--- config.mk ---
export PLATFORM = sky130hd
export DESIGN_NAME = systolic_host_driver
export DESIGN_NICKNAME = d
export VERILOG_FILES = /design/src/rtl/systolic_pkg.sv /design/src/rtl/systolic_frame_timer.sv /design/src/rtl/systolic_host_driver.sv
export SDC_FILE = /design/constraint.sdc
export NUM_CORES = 1
export LEC_CHECK = 0
export BUFFER_PORTS_ARGS = -buffer_cell sky130_fd_sc_hd__buf_2
export CAP_MARGIN = 10
export CORE_MARGIN = 2
export CORE_UTILIZATION = 57
export CTS_BUF_LIST = sky130_fd_sc_hd__clkbuf_2
export DETAILED_ROUTE_END_ITERATION = 6
export GPL_TIMING_DRIVEN = 0
export PLACE_DENSITY_LB_ADDON = 0.15
export SLEW_MARGIN = 20
export SYNTH_ARGS = -nofsm -noshare
export SYNTH_HDL_FRONTEND = slang
export SYNTH_SLANG_ARGS = --single-unit
--- constraint.sdc ---
create_clock -name clk -period 11.4 [get_ports clk]
set_input_delay 0 -clock clk [delete_from_list [all_inputs] [get_ports clk]]
set_output_delay 0 -clock clk [all_outputs]
set_load 0.01 [all_outputs]
--- src/rtl/systolic_pkg.sv ---
// systolic_pkg: frame layout, config address map and driver state shared by the host driver
package systolic_pkg;
  localparam int N_PE = 4;
  localparam int N_DATA = 7;
  localparam int FRAME_LEN = 17;
  localparam int CAPTURE_PHASE = 16;
  localparam int N_STG = 2 * N_PE + N_DATA;
  localparam logic [4:0] PH_IDLE = 5'd0;
  localparam logic [4:0] PH_W0 = 5'd1;
  localparam logic [4:0] PH_B0 = 5'd5;
  localparam logic [4:0] PH_D0 = 5'd9;
  localparam logic [4:0] PH_DRAIN = 5'd16;
  localparam logic [3:0] ADDR_W0 = 4'd0;
  localparam logic [3:0] ADDR_B0 = 4'd4;
  localparam logic [3:0] ADDR_D0 = 4'd8;
  typedef enum logic [1:0] {DRV_IDLE, DRV_ARMED, DRV_ACTIVE} drv_state_e;
endpackage

--- src/rtl/systolic_frame_timer.sv ---
// systolic_frame_timer: free-running frame phase counter; slot decode describes the phase about to begin
module systolic_frame_timer
  import systolic_pkg::*;
(
  input  logic       clk,
  input  logic       rst_n,
  output logic [4:0] phase_o,
  output logic       is_w_o,
  output logic       is_b_o,
  output logic       is_d_o,
  output logic       is_drain_o,
  output logic [3:0] index_o
);
  logic [4:0] phase_q, phase_d;
  assign phase_d = phase_q == PH_DRAIN ? PH_IDLE : phase_q + 5'd1;
  always_ff @(posedge clk or negedge rst_n) begin
    if (!rst_n) phase_q <= PH_IDLE;
    else phase_q <= phase_d;
  end
  assign phase_o = phase_q;
  assign is_drain_o = phase_q == PH_DRAIN;
  // Decoding the next phase lets the driver register array_in with no extra latency
  assign is_w_o = phase_d >= PH_W0 && phase_d < PH_B0;
  assign is_b_o = phase_d >= PH_B0 && phase_d < PH_D0;
  assign is_d_o = phase_d >= PH_D0 && phase_d < PH_DRAIN;
  assign index_o = is_d_o ? 4'(phase_d - PH_D0) : is_b_o ? 4'(phase_d - PH_B0) : 4'(phase_d - PH_W0);
endmodule

--- src/rtl/systolic_host_driver.sv ---
// systolic_host_driver: streams double-buffered operands to the array in frame lockstep and captures results
module systolic_host_driver
  import systolic_pkg::*;
(
  input  logic        clk,
  input  logic        rst_n,
  input  logic        cfg_we,
  input  logic [3:0]  cfg_addr,
  input  logic [7:0]  cfg_wdata,
  input  logic        start,
  output logic        busy,
  output logic [7:0]  array_in,
  input  logic [15:0] array_res,
  output logic [15:0] result_data,
  output logic        result_valid,
  input  logic        result_ready,
  output logic        overflow,
  input  logic        overflow_clr,
  output logic [4:0]  frame_phase
);
  logic is_w, is_b, is_d, is_drain;
  logic [3:0] idx, slot;
  logic [7:0] stg_q [N_STG];
  logic [7:0] shd_q [N_STG];
  logic armed_q, armed_d, active_q, active_d, valid_q, valid_d, ovf_q, ovf_d;
  logic [7:0] arr_q, arr_d;
  logic [15:0] res_q, res_d;
  logic begin_f, cap;
  drv_state_e state;
  systolic_frame_timer u_timer (
    .clk       (clk),
    .rst_n     (rst_n),
    .phase_o   (frame_phase),
    .is_w_o    (is_w),
    .is_b_o    (is_b),
    .is_d_o    (is_d),
    .is_drain_o(is_drain),
    .index_o   (idx)
  );
  assign begin_f = frame_phase == PH_IDLE && armed_q;
  assign cap = active_q && frame_phase == 5'(CAPTURE_PHASE);
  assign slot = is_w ? ADDR_W0 + idx : is_b ? ADDR_B0 + idx : ADDR_D0 + idx;
  // On the starting edge the shadow is still being loaded, so read staging directly
  assign arr_d = (begin_f || active_q) && (is_w || is_b || is_d) ? (begin_f ? stg_q[slot] : shd_q[slot]) : 8'h00;
  assign armed_d = start | (armed_q & ~begin_f);
  assign active_d = begin_f | (active_q & ~is_drain);
  assign valid_d = cap | (valid_q & ~result_ready);
  assign ovf_d = (cap & valid_q & ~result_ready) | (ovf_q & ~overflow_clr);
  assign res_d = cap ? array_res : res_q;
  assign state = active_q ? DRV_ACTIVE : armed_q ? DRV_ARMED : DRV_IDLE;
  always_ff @(posedge clk or negedge rst_n) begin
    if (!rst_n) begin
      armed_q <= 1'b0;
      active_q <= 1'b0;
      valid_q <= 1'b0;
      ovf_q <= 1'b0;
      arr_q <= 8'h00;
      res_q <= 16'h0000;
      for (int i = 0; i < N_STG; i++) begin
        stg_q[i] <= 8'h00;
        shd_q[i] <= 8'h00;
      end
    end else begin
      armed_q <= armed_d;
      active_q <= active_d;
      valid_q <= valid_d;
      ovf_q <= ovf_d;
      arr_q <= arr_d;
      res_q <= res_d;
      if (begin_f) shd_q <= stg_q;
      if (cfg_we && cfg_addr < 4'(N_STG)) stg_q[cfg_addr] <= cfg_wdata;
    end
  end
  assign busy = state != DRV_IDLE;
  assign array_in = arr_q;
  assign result_data = res_q;
  assign result_valid = valid_q;
  assign overflow = ovf_q;
endmodule

==> flow_metrics.env <==
export IMPL_grt_max_degree=107
export IMPL_path_buf_inv=6
export IMPL_yosys_register_bits=273
export IMPL_drc=0
export IMPL_synth_compound_area_frac=0.0215
export IMPL_max_freq_mhz=167
export IMPL_vias=8196
export IMPL_status="complete, no violations"
export IMPL_path_common_cell="ha_1"
export IMPL_critPathMaxFanout=11
export IMPL_drt_iter0_drc=491
export IMPL_netlist_instances=844
export IMPL_core_sq_um=21700
export IMPL_ff2ff_path_depth=21
export IMPL_synthAdderAreaFrac=0.00499
export IMPL_setup_ws_ps=5400
export IMPL_reg2reg_from="u_timer.phase_o[0]"
export IMPL_crit_chain="inv_1, ha_1, nor4bb_1, buf_4, nor2_1, buf_2, buf_2, clkbuf_1, ha_1, nor2_1, nand2_1, nand3_1, a21o_1, ha_1, xor2_1, nor3_2, nor2_2, buf_4, mux2i_1, mux2i_1, a211o_1"
export IMPL_post_route_period_util=0.527
export IMPL_min_path_type="input pin to flop"
export IMPL_synth_top_family_by_area="multiplexers"
export IMPL_rows=54
export IMPL_worstPathRequired_ps=12080
export IMPL_period_needed_ps=6000
export IMPL_ys_flop_type="dfrtp_1"
export IMPL_fin_area_sq_um=14500
export IMPL_p_comb_frac=0.161
export IMPL_timing_rr_end="array_in[1]"
export IMPL_syn_to_final_growth_pct=16.1
export IMPL_irDropWorstVdd_mv=0.0857
export IMPL_end_kind="flop"
export IMPL_gp_congestion=0.953
export IMPL_cpMaxStageDelayCell="nor2_2"
export IMPL_pin_count=66
export IMPL_rsz0062_at_grt="false"
export IMPL_postRouteWirelength_um=33100
export IMPL_clk_path_buf_depth=3
export IMPL_via_per_inst=5.97
export IMPL_slew_headroom=0.285
export IMPL_hp_start="cfg_wdata[3]"
export IMPL_drive_gt1_frac=0.448
export IMPL_yosys_warnings=0
export IMPL_cap_violations=0
export IMPL_dp_cells=1189
export IMPL_dpl_hpwl_um=21900
export IMPL_drv_slew=0
export IMPL_ys_top_cells_by_count="dfrtp_1 (273), mux2_2 (256), mux2i_1 (56), mux4_2 (48), nand2_1 (40)"
export IMPL_p_int_w=0.00164
export IMPL_cts_resized=0
export IMPL_holdPathStages=3
export IMPL_leakage_nw=6.64
export IMPL_tightest_slew_ps=1060
export IMPL_crit_family="buffers and inverters"
export IMPL_routedWlPerCell_um=24.1
export IMPL_r2r_setup_slack_ps=5400
export IMPL_power_frac_seq=0.562
export IMPL_io_buffer_count=63
export IMPL_final_nets=1086
export IMPL_switching_power_w=0.000659
export IMPL_synth_edf_count=0
export IMPL_clkSlewWorstSetupHoldPaths_ps=90
export IMPL_overflow=0
export IMPL_avgSynthCellArea_sq_um=14.8
export IMPL_muxShareOfSynthArea=0.362
export IMPL_clk_latency_ps=860
export IMPL_num_fill_cells=1583
export IMPL_cp_start_kind="flop"
export IMPL_initial_core_util=0.578
export IMPL_synth_simple_area_share=0.0398
export IMPL_ys_seq_area_frac=0.545
export IMPL_antenna_found_initial=1
export IMPL_cts_root_buf="clkbuf_2"
export IMPL_critPathArrivalTime_ps=6680
export IMPL_yosysTopAreaCellShare=0.545
export IMPL_synth_top_area_cell="dfrtp_1"
export IMPL_p_clk_frac=0.277
export IMPL_numCtsBuffers=69
export IMPL_setup_viol=0
export IMPL_cpPeakStageDelay_ps=540
export IMPL_synthXorXnorAreaFrac=0.00499
export IMPL_grt_pass1_vias=8984
export IMPL_die_w_um=152
export IMPL_async_reset_ff_frac=1.00
export IMPL_place_area_sq_um=13300
export IMPL_yosysMostFrequentCell="dfrtp_1"
export IMPL_finClkSkew_ps=92.2
export IMPL_final_cells=1374
export IMPL_p_sw_frac=0.287
export IMPL_hold_viol=0
export IMPL_grt_pass1_wl_um=52000
export IMPL_worst_setup_path_type="flop to flop"
export IMPL_syn_area_sq_um=12500
export IMPL_power_density_nw_per_um2=158
export IMPL_multi_input_area_sq_um=5430
export IMPL_synth_nets=883
export IMPL_pre_cts_slack_ps=5480
export IMPL_setup_tns_final_ps=0
export IMPL_synth_distinct_cells=47
export IMPL_cts_tree="done"
export IMPL_grt_total_usage=0.294
export IMPL_synthTopCellsByArea="dfrtp_1 (55%), mux2_2 (23%), mux4_2 (8.6%)"
export IMPL_seqCellArea_sq_um=6830
export IMPL_die_area_sq_um=23200
export IMPL_cts_sinks=273
export IMPL_h_tree_depth=3
export IMPL_hold_end="stg_q[27]"
export IMPL_ant_nets=0
export IMPL_die_h_um=152
export IMPL_dr_pass1_iters=5
## power by group through the flow
stage / logic (W) / registers (W) / clock network, W
2_1_floorplan: 0.000240 / 0.00126 / 0
3_3_place_gp: 0.000326 / 0.00128 / 0
3_5_place_dp: 0.000349 / 0.00130 / 0
4_1_cts: 0.000370 / 0.00128 / 0.000656
5_1_grt: 0.000396 / 0.00131 / 0.000704
6_report: 0.000369 / 0.00129 / 0.000636
## metrics by stage
stage,power [W],utilization,hold WS (ps)
global route,0.00241,0.670,30.8
detailed placement,0.00165,0.611,-0.422
floorplan,0.00150,-,-296
CTS,0.00231,0.670,1.48
finish,0.00229,0.670,65.7
global placement,0.00161,0.608,194
## layout make-up
| class | count | share of cell area |
|---|---|---|
| Timing Repair Buffer | 132 | 0.0735 |
| Tap cell | 280 | 0.0241 |
| Antenna cell | 1 | 0.000172 |
| Multi-Input combinational cell | 511 | 0.373 |
| Clock inverter | 21 | 0.00749 |
| Inverter | 8 | 0.00207 |
| Buffer | 52 | 0.0164 |
| Clock buffer | 96 | 0.0330 |
| Sequential cell | 273 | 0.470 |
## cell usage in the layout (no fill, tap or decap), drive strengths merged, types with 7 or more instances in the layout
cell type,n
clkbuf,135
inv,10
clkinv,17
o21ai,19
mux2i,56
mux4,48
buf,79
a211o,7
nor2,17
nand3,19
nand2,40
dlygate4sd3,66
mux2,257
dfrtp,273
## state kept, by name, indices dropped and copies added (netlist names)
name,cells
result_valid,1
result_data,16
array_in,8
u_timer.phase_o,5
armed_q,1
overflow,1
shd_q,120
active_q,1
stg_q,120
## worst reg2reg max path, delay by kind of cell (launching register included)
kind,cells,cell delay (ps)
xor+xnor,1,290
compound gates,2,550
mux,2,470
flops,1,510
fa+ha+maj,3,810
simple gates,7,1200
buf+inv,6,2070
## worst max path at each step
stage,from,endpoint,slack (ps),cells after the start
2_1_floorplan,u_timer.phase_o[0],array_in[4],6770,20
3_3_place_gp,u_timer.phase_o[0],array_in[1],5560,21
3_5_place_dp,u_timer.phase_o[0],array_in[3],5480,21
4_1_cts,u_timer.phase_o[0],array_in[2],5410,21
5_1_grt,u_timer.phase_o[0],array_in[2],4950,21
6_report,u_timer.phase_o[0],array_in[1],5400,21
## metal layers
metal  part of all wire  GRT usage  wire length, um  up-vias
met5                  0          0                0        -
met4              0.037      0.130             1220        0
met3              0.059     0.0560             1950       85
met2               0.47      0.475            15700      302
met1               0.43      0.394            14200     4256
li1                   -          -                -     3553
## repair_timing
item,4_1_cts,5_1_grt
buffers inserted,0,0
hold buffers,67,0
hold endpoints to repair,371,0
## cells by family after synthesis
group,Yosys count
muxes,361
DFF,273
buffers and inverters,60
and+or+nand+nor,99
AOI/OAI and AO/OA,41
xor gates and xnor gates,5
adders and majority gates,5
Power figures use the tool's default switching activity.
